## src/rtl/program_loader_pkg.sv

```systemverilog
// Shared types and constants for the boot-time program loader.
package program_loader_pkg;

    localparam int WORD_W         = 19;
    localparam int ADDR_W_DEFAULT = 12;
    localparam int CSUM_W         = 8;
    localparam int LEN_W          = 16;

    typedef enum logic [3:0] {
        IDLE,
        LEN_HI,
        LEN_LO,
        W0,
        W1,
        W2,
        WRITE,
        CSUM,
        RUN,
        ERR
    } loader_state_t;

    function automatic logic accepts_bytes(loader_state_t s);
        return s inside {LEN_HI, LEN_LO, W0, W1, W2, CSUM};
    endfunction

    function automatic logic is_loading(loader_state_t s);
        return s inside {LEN_HI, LEN_LO, W0, W1, W2, WRITE, CSUM};
    endfunction

endpackage

```

## src/rtl/program_loader_if.sv

```systemverilog
// Byte-stream input and instruction-memory write port of the loader.
interface program_loader_if
    import program_loader_pkg::*;
#(
    parameter int ADDR_W = ADDR_W_DEFAULT
);
    logic              byte_valid;
    logic [7:0]        byte_data;
    logic              byte_ready;
    logic              imem_we;
    logic [ADDR_W-1:0] imem_addr;
    logic [WORD_W-1:0] imem_wdata;

    modport master (
        input  byte_valid, byte_data,
        output byte_ready, imem_we, imem_addr, imem_wdata
    );

    modport slave (
        output byte_valid, byte_data,
        input  byte_ready, imem_we, imem_addr, imem_wdata
    );
endinterface

```

## src/rtl/program_loader_word_assembler.sv

```systemverilog
// Builds a 24-bit big-endian word from three stream bytes and flags nonzero padding.
module word_assembler
    import program_loader_pkg::*;
(
    input  logic              clk,
    input  logic              reset,
    input  logic              shift_en,
    input  logic [7:0]        byte_in,
    output logic [WORD_W-1:0] word,
    output logic              word_ok
);
    logic [7:0]  hi_reg;
    logic [7:0]  mid_reg;
    logic [23:0] raw;

    always_ff @(posedge clk) begin
        if (reset) begin
            hi_reg  <= '0;
            mid_reg <= '0;
        end else if (shift_en) begin
            hi_reg  <= mid_reg;
            mid_reg <= byte_in;
        end
    end

    // The third byte is taken live so the word is complete in the W2 transfer cycle.
    assign raw     = {hi_reg, mid_reg, byte_in};
    assign word    = raw[WORD_W-1:0];
    assign word_ok = (raw[23:WORD_W] == '0);

endmodule

```

## src/rtl/program_loader.sv

```systemverilog
// Boot loader: parses length/words/checksum stream, writes instruction memory, gates cpu_reset.
module program_loader
    import program_loader_pkg::*;
#(
    parameter int ADDR_W = ADDR_W_DEFAULT
)(
    input  logic              clk,
    input  logic              reset,
    input  logic              start,
    program_loader_if.master  bus,
    output logic              cpu_reset,
    output logic              busy,
    output logic              done,
    output logic              error
);
    localparam logic [LEN_W:0] CAPACITY = {{LEN_W{1'b0}}, 1'b1} << ADDR_W;

    loader_state_t      state_reg;
    loader_state_t      state_next;
    logic [LEN_W-1:0]   len_reg;
    logic [LEN_W-1:0]   len_rx;
    logic [LEN_W:0]     word_cnt_reg;
    logic [ADDR_W-1:0]  addr_reg;
    logic [CSUM_W-1:0]  csum_reg;
    logic               pad_err_reg;
    logic               byte_ready_reg;
    logic               imem_we_reg;
    logic [WORD_W-1:0]  imem_wdata_reg;
    logic               cpu_reset_reg;
    logic               busy_reg;
    logic               done_reg;
    logic               error_reg;
    logic               xfer;
    logic               last_word;
    logic               asm_shift;
    logic [WORD_W-1:0]  asm_word;
    logic               asm_word_ok;

    assign xfer      = bus.byte_valid & byte_ready_reg;
    assign len_rx    = {len_reg[LEN_W-1:8], bus.byte_data};
    assign last_word = ({1'b0, len_reg} == (word_cnt_reg + 1'b1));
    assign asm_shift = xfer && (state_reg == W0 || state_reg == W1);

    word_assembler u_word_assembler (
        .clk      (clk),
        .reset    (reset),
        .shift_en (asm_shift),
        .byte_in  (bus.byte_data),
        .word     (asm_word),
        .word_ok  (asm_word_ok)
    );

    always_comb begin
        state_next = state_reg;
        case (state_reg)
            IDLE, RUN, ERR: if (start) state_next = LEN_HI;
            LEN_HI:         if (xfer) state_next = LEN_LO;
            LEN_LO: begin
                if (xfer) begin
                    if (len_rx == '0)                 state_next = CSUM;
                    else if ({1'b0, len_rx} > CAPACITY) state_next = ERR;
                    else                              state_next = W0;
                end
            end
            W0:    if (xfer) state_next = W1;
            W1:    if (xfer) state_next = W2;
            W2:    if (xfer) state_next = WRITE;
            WRITE: begin
                if (pad_err_reg)    state_next = ERR;
                else if (last_word) state_next = CSUM;
                else                state_next = W0;
            end
            CSUM: begin
                if (xfer) state_next = (csum_reg == bus.byte_data) ? RUN : ERR;
            end
            default: state_next = IDLE;
        endcase
    end

    // All outputs are registered from the next state so they line up with state_reg.
    always_ff @(posedge clk) begin
        if (reset) begin
            state_reg      <= IDLE;
            len_reg        <= '0;
            word_cnt_reg   <= '0;
            addr_reg       <= '0;
            csum_reg       <= '0;
            pad_err_reg    <= 1'b0;
            byte_ready_reg <= 1'b0;
            imem_we_reg    <= 1'b0;
            imem_wdata_reg <= '0;
            cpu_reset_reg  <= 1'b1;
            busy_reg       <= 1'b0;
            done_reg       <= 1'b0;
            error_reg      <= 1'b0;
        end else begin
            state_reg      <= state_next;
            byte_ready_reg <= accepts_bytes(state_next);
            busy_reg       <= is_loading(state_next);
            done_reg       <= (state_next == RUN);
            error_reg      <= (state_next == ERR);
            cpu_reset_reg  <= (state_next != RUN);
            imem_we_reg    <= 1'b0;

            if (state_next == LEN_HI && state_reg != LEN_HI) begin
                word_cnt_reg <= '0;
                addr_reg     <= '0;
                csum_reg     <= '0;
                pad_err_reg  <= 1'b0;
            end

            if (xfer && state_reg != CSUM) begin
                csum_reg <= csum_reg ^ bus.byte_data;
            end

            if (xfer && state_reg == LEN_HI) len_reg[LEN_W-1:8] <= bus.byte_data;
            if (xfer && state_reg == LEN_LO) len_reg[7:0]       <= bus.byte_data;

            if (xfer && state_reg == W2) begin
                imem_we_reg    <= asm_word_ok;
                imem_wdata_reg <= asm_word;
                pad_err_reg    <= ~asm_word_ok;
            end

            if (state_reg == WRITE && !pad_err_reg) begin
                addr_reg     <= addr_reg + 1'b1;
                word_cnt_reg <= word_cnt_reg + 1'b1;
            end
        end
    end

    assign bus.byte_ready = byte_ready_reg;
    assign bus.imem_we    = imem_we_reg;
    assign bus.imem_addr  = addr_reg;
    assign bus.imem_wdata = imem_wdata_reg;
    assign cpu_reset      = cpu_reset_reg;
    assign busy           = busy_reg;
    assign done           = done_reg;
    assign error          = error_reg;

endmodule

```

## src/flat_wrapper.sv

```systemverilog
// flat-port wrapper written by rule: the top's interface ports become plain ports
module program_loader_flat import program_loader_pkg::*;
#(
    parameter int ADDR_W = ADDR_W_DEFAULT
)
  (clk, reset, start, cpu_reset, busy, done, error, bus_byte_valid, bus_byte_data, bus_byte_ready, bus_imem_we, bus_imem_addr, bus_imem_wdata);
  program_loader_if #(.ADDR_W(ADDR_W)) bus_i ();
  input  logic clk;
  input  logic reset;
  input  logic start;
  output logic cpu_reset;
  output logic busy;
  output logic done;
  output logic error;
  input wire logic [$bits(bus_i.byte_valid)-1:0] bus_byte_valid;
  input wire logic [$bits(bus_i.byte_data)-1:0] bus_byte_data;
  output wire logic [$bits(bus_i.byte_ready)-1:0] bus_byte_ready;
  output wire logic [$bits(bus_i.imem_we)-1:0] bus_imem_we;
  output wire logic [$bits(bus_i.imem_addr)-1:0] bus_imem_addr;
  output wire logic [$bits(bus_i.imem_wdata)-1:0] bus_imem_wdata;
  assign bus_i.byte_valid = bus_byte_valid;
  assign bus_i.byte_data = bus_byte_data;
  assign bus_byte_ready = bus_i.byte_ready;
  assign bus_imem_we = bus_i.imem_we;
  assign bus_imem_addr = bus_i.imem_addr;
  assign bus_imem_wdata = bus_i.imem_wdata;
  program_loader #(.ADDR_W(ADDR_W)) u_core (.clk(clk), .reset(reset), .start(start), .bus(bus_i), .cpu_reset(cpu_reset), .busy(busy), .done(done), .error(error));
endmodule
```

## config.mk

```make
export PLATFORM = sky130hd
export DESIGN_NAME = program_loader_flat
export DESIGN_NICKNAME = d
export VERILOG_FILES = /design/src/rtl/program_loader_pkg.sv /design/src/rtl/program_loader_if.sv /design/src/rtl/program_loader_word_assembler.sv /design/src/rtl/program_loader.sv /design/src/flat_wrapper.sv
export SDC_FILE = /design/constraint.sdc
export NUM_CORES = 1
export LEC_CHECK = 0
export ABC_CLOCK_PERIOD_IN_PS = 2200
export CORE_UTILIZATION = 50
export CTS_BUF_LIST = sky130_fd_sc_hd__clkbuf_8
export DETAILED_ROUTE_END_ITERATION = 12
export MAX_ROUTING_LAYER = met4
export PLACE_DENSITY = 0.84
export SYNTH_ARGS = -nofsm -noshare
export SYNTH_HDL_FRONTEND = slang
export SYNTH_SLANG_ARGS = --single-unit
export TNS_END_PERCENT = 1
```

## constraint.sdc

```tcl
create_clock -name clk -period 2.2 [get_ports clk]
set_input_delay 0.33 -clock clk [delete_from_list [all_inputs] [get_ports clk]]
set_output_delay 0.33 -clock clk [all_outputs]
set_load 0.01 [all_outputs]
```

==> impl_metrics.csv <==
group,metric,value,unit
drt,drt-pass1-iter-count,5,
timing,hold_viol,0,
power_and_ir_drop,powerDensity,705,nW/um2
grt,grt-ovfl-total,0,
floorplanning,initial_core_util,51.5,%
cells_and_area,diodes,0,
cells_and_area,nFillCells,761,
place,post-dp-hpwl,9380,um
setup_path,endpoint_kind,"flip-flop",
cells_and_area,final_cell_mix,"dfxtp_1, buf_4, nand2_1",
yosys,synth_top_family_by_area,"simple AND/OR/NAND/NOR gates",
yosys,ys_warn_count,0,
cells_and_area,final_cells,830,
clock_network,clk-insertion-delay-late,0.37,ns
setup_path,r2r_cells,8,
grt,grt_usage,28.2,%
timing,clock_skew,0.0174,ns
timing,whs,0.439,ns
cells_and_area,regArea,1990,um2
yosys,syn_area,5010,um2
yosys,yosys.area_share.xor_xnor,4.89,%
yosys,synthMuxAreaShare,7.04,%
clock_network,clock-sinks,99,
min_path,hold_depth,4,
clock_network,clk_path_buf_depth,2,
clock_network,cts_tree,"built",
drt,via_per_inst,5.89,
cells_and_area,multiInputGateArea,3010,um2
cells_and_area,final_common_cell,"dfxtp_1",
grt,antenna_found_initial,0,
setup_path,critical_path_class,"reg -> reg",
place,portBuffers,48,
min_path,min_from,"bus_byte_data[3]",
setup_path,cp_data_arrival_time,2.50,ns
grt,grt_max_degree,127,
clock_network,clkSlewWorstSetupHoldPaths,0.12,ns
setup_path,worstPathMaxFanout,16,
timing,finalCritPeriodShare,101,%
yosys,synth_compound_area_share,16.8,%
place,dpl_cell_area,6120,um2
floorplanning,rows,36,
clock_network,root_buffer,"clkbuf_8",
cells_and_area,area_delta_synth_final,31.2,%
timing,setup_viol_count_final,3,
setup_path,timing.rr.start,"u_core.state_reg[0]$_SDFF_PP0_",
power_and_ir_drop,leakage,2.44,nW
timing,fin_ws,-0.0180,ns
cells_and_area,nets,706,
power_and_ir_drop,power.total,4.64,mW
yosys,synthArstFlopShare,0,%
yosys,synth_flop_cell,"dfxtp_1",
yosys,synth.distinct_cells,55,
drt,drt_iter0_drc,471,
run_status,violations,"negative setup slack",
yosys,synthSimpleGateAreaFrac,26.3,%
floorplanning,dieHeight,102,um
yosys,synthAdderAreaFrac,0.499,%
timing,report.final.slew_viol_count,0,
timing,setup_tns,-0.0286,ns
min_path,hp-class,"in -> reg",
drt,drc_errors,0,
drt,wl_per_cell,17.4,um
clock_network,cts-buffers-inserted,9,
yosys,avgSynthCellArea,8.31,um2
timing,worst_slew_pin_slew,0.510,ns
cells_and_area,drive_above_1_share,20.2,%
cells_and_area,final_cell_area,6580,um2
yosys,synth_edf_count,0,
timing,period_needed,2.22,ns
yosys,yosysSeqAreaShare,39.5,%
floorplanning,io_pins,49,
yosys,synth.net_count,617,
yosys,synth-seq-cells,99,
yosys,syn_inst,603,
drt,drt-total-wl,14400,um
timing,slew_headroom,66.0,%
grt,grt_pass1_wl,22300,um
timing,rsz0062_at_grt,"true",
timing,fmax,451,MHz
floorplanning,dieArea,10400,um2
run_status,status,"finished, violations left",
drt,num_vias,4888,
power_and_ir_drop,ir_drop,0.484,mV
grt,grt_pass1_vias,4595,
setup_path,rrSetupSlack,-0.02,ns
place,place.gp.congestion,0.927,
setup_path,worstPathRequired,2.48,ns
cells_and_area,largest_reg_flops,19,
place,dp_cells,809,
drt,final_antenna_net_count,0,
floorplanning,die_w,102,um
setup_path,critPathLaunchType,"flip-flop",
clock_network,cts.htree.levels,3,
setup_path,r2r-end,"u_core.bus.imem_addr[4]$_SDFFE_PP0P_",
min_path,whs_endpoint,"u_core.bus.imem_wdata[3]$_SDFFE_PP0P_",
job,max-cap-violations,0,
floorplanning,core_area,9730,um2
==> Yosys cell counts, types with 14 or more instances <==
library cell / count / area (um2)
clkbuf_1: 33 / 124
o21ai_0: 21 / 105
nand2b_1: 16 / 100
mux2i_1: 33 / 330
nand2_1: 67 / 251
nand3_1: 14 / 70.1
a21oi_1: 34 / 170
nor4_1: 17 / 106
nor2_1: 65 / 244
xnor2_1: 17 / 149
buf_2: 14 / 70.1
dfxtp_1: 99 / 1980
==> through the flow <==
| stage | utilization (%) | setup slack, ns |
|---|---|---|
| after floorplan | - | -0.00212 |
| after global placement | 62.9 | -0.470 |
| after detailed placement | 62.9 | -0.553 |
| after CTS | 66.3 | 0.00190 |
| after global routing | 67.6 | -0.114 |
| final | 67.6 | -0.0180 |
==> worst max-delay path by stage <==
| stage | end | cells past startpoint | from |
|---|---|---|---|
| floorplan | u_core.bus.imem_addr[10]$_SDFFE_PP0P_ | 8 | bus_byte_data[7] |
| global placement | u_core.word_cnt_reg[16]$_SDFFE_PP0P_ | 8 | bus_byte_data[3] |
| detailed placement | u_core.word_cnt_reg[16]$_SDFFE_PP0P_ | 8 | bus_byte_data[7] |
| CTS | u_core.state_reg[2]$_SDFF_PP0_ | 7 | u_core.word_cnt_reg[2]$_SDFFE_PP0P_ |
| global route | u_core.bus.imem_addr[4]$_SDFFE_PP0P_ | 8 | u_core.len_reg[10]$_SDFFE_PP0P_ |
| finish | u_core.bus.imem_addr[4]$_SDFFE_PP0P_ | 8 | u_core.state_reg[0]$_SDFF_PP0_ |
==> critical path, stage by stage, from the launching register on <==
cell       delay, ns
dfxtp_2         0.34
or2_4           0.25
buf_4           0.15
nor2_1          0.20
nand3_1         0.21
o2111ai_2       0.37
buf_6           0.23
o21ai_2         0.09
a311oi_2        0.29
==> layer usage <==
layer / vias up / GRT usage [%] / share of wire [%] / routed length, um
li1: 2335 / - / - / -
met1: 2375 / 35.4 / 43 / 6210
met2: 149 / 45.7 / 50 / 7160
met3: 29 / 5.06 / 5.2 / 755
met4: 0 / 9.23 / 2.1 / 296
met5: - / - / 0 / 0
==> layout make-up <==
cell class	instances	area share [%]
clock buffers	9	1.88
repair buffers	127	17.9
multi-input cells	445	45.7
clock inverters	7	1.14
inverters	10	0.571
flip-flops and latches	99	30.2
well taps	133	2.53
==> power by group <==
part | internal, mW | total, mW | switching (mW) | leakage [nW]
combinational | 0.706 | 1.55 | 0.845 | 1.54
clock | 0.451 | 1.17 | 0.724 | 0.0985
sequential | 1.86 | 1.91 | 0.0511 | 0.801
==> cells by family (layout without fill, tap and decap cells) <==
logic type | after synthesis | in the layout
flip-flops | 99 | 99
buffers and inverters | 59 | 153
adder cells (fa/ha/maj) | 2 | 2
AO/OA/AOI/OAI | 122 | 122
AND/OR/NAND/NOR | 258 | 258
multiplexers | 35 | 35
XOR/XNOR | 28 | 28
==> timing repair <==
item                       CTS  global route
setup endpoints to repair   38            44
pin swaps                    8            23
gates resized for setup     28            28
gates cloned                 1             0
hold buffers                 0             0
setup buffers                2             2
Note: power is estimated with default switching activity, not from simulation.
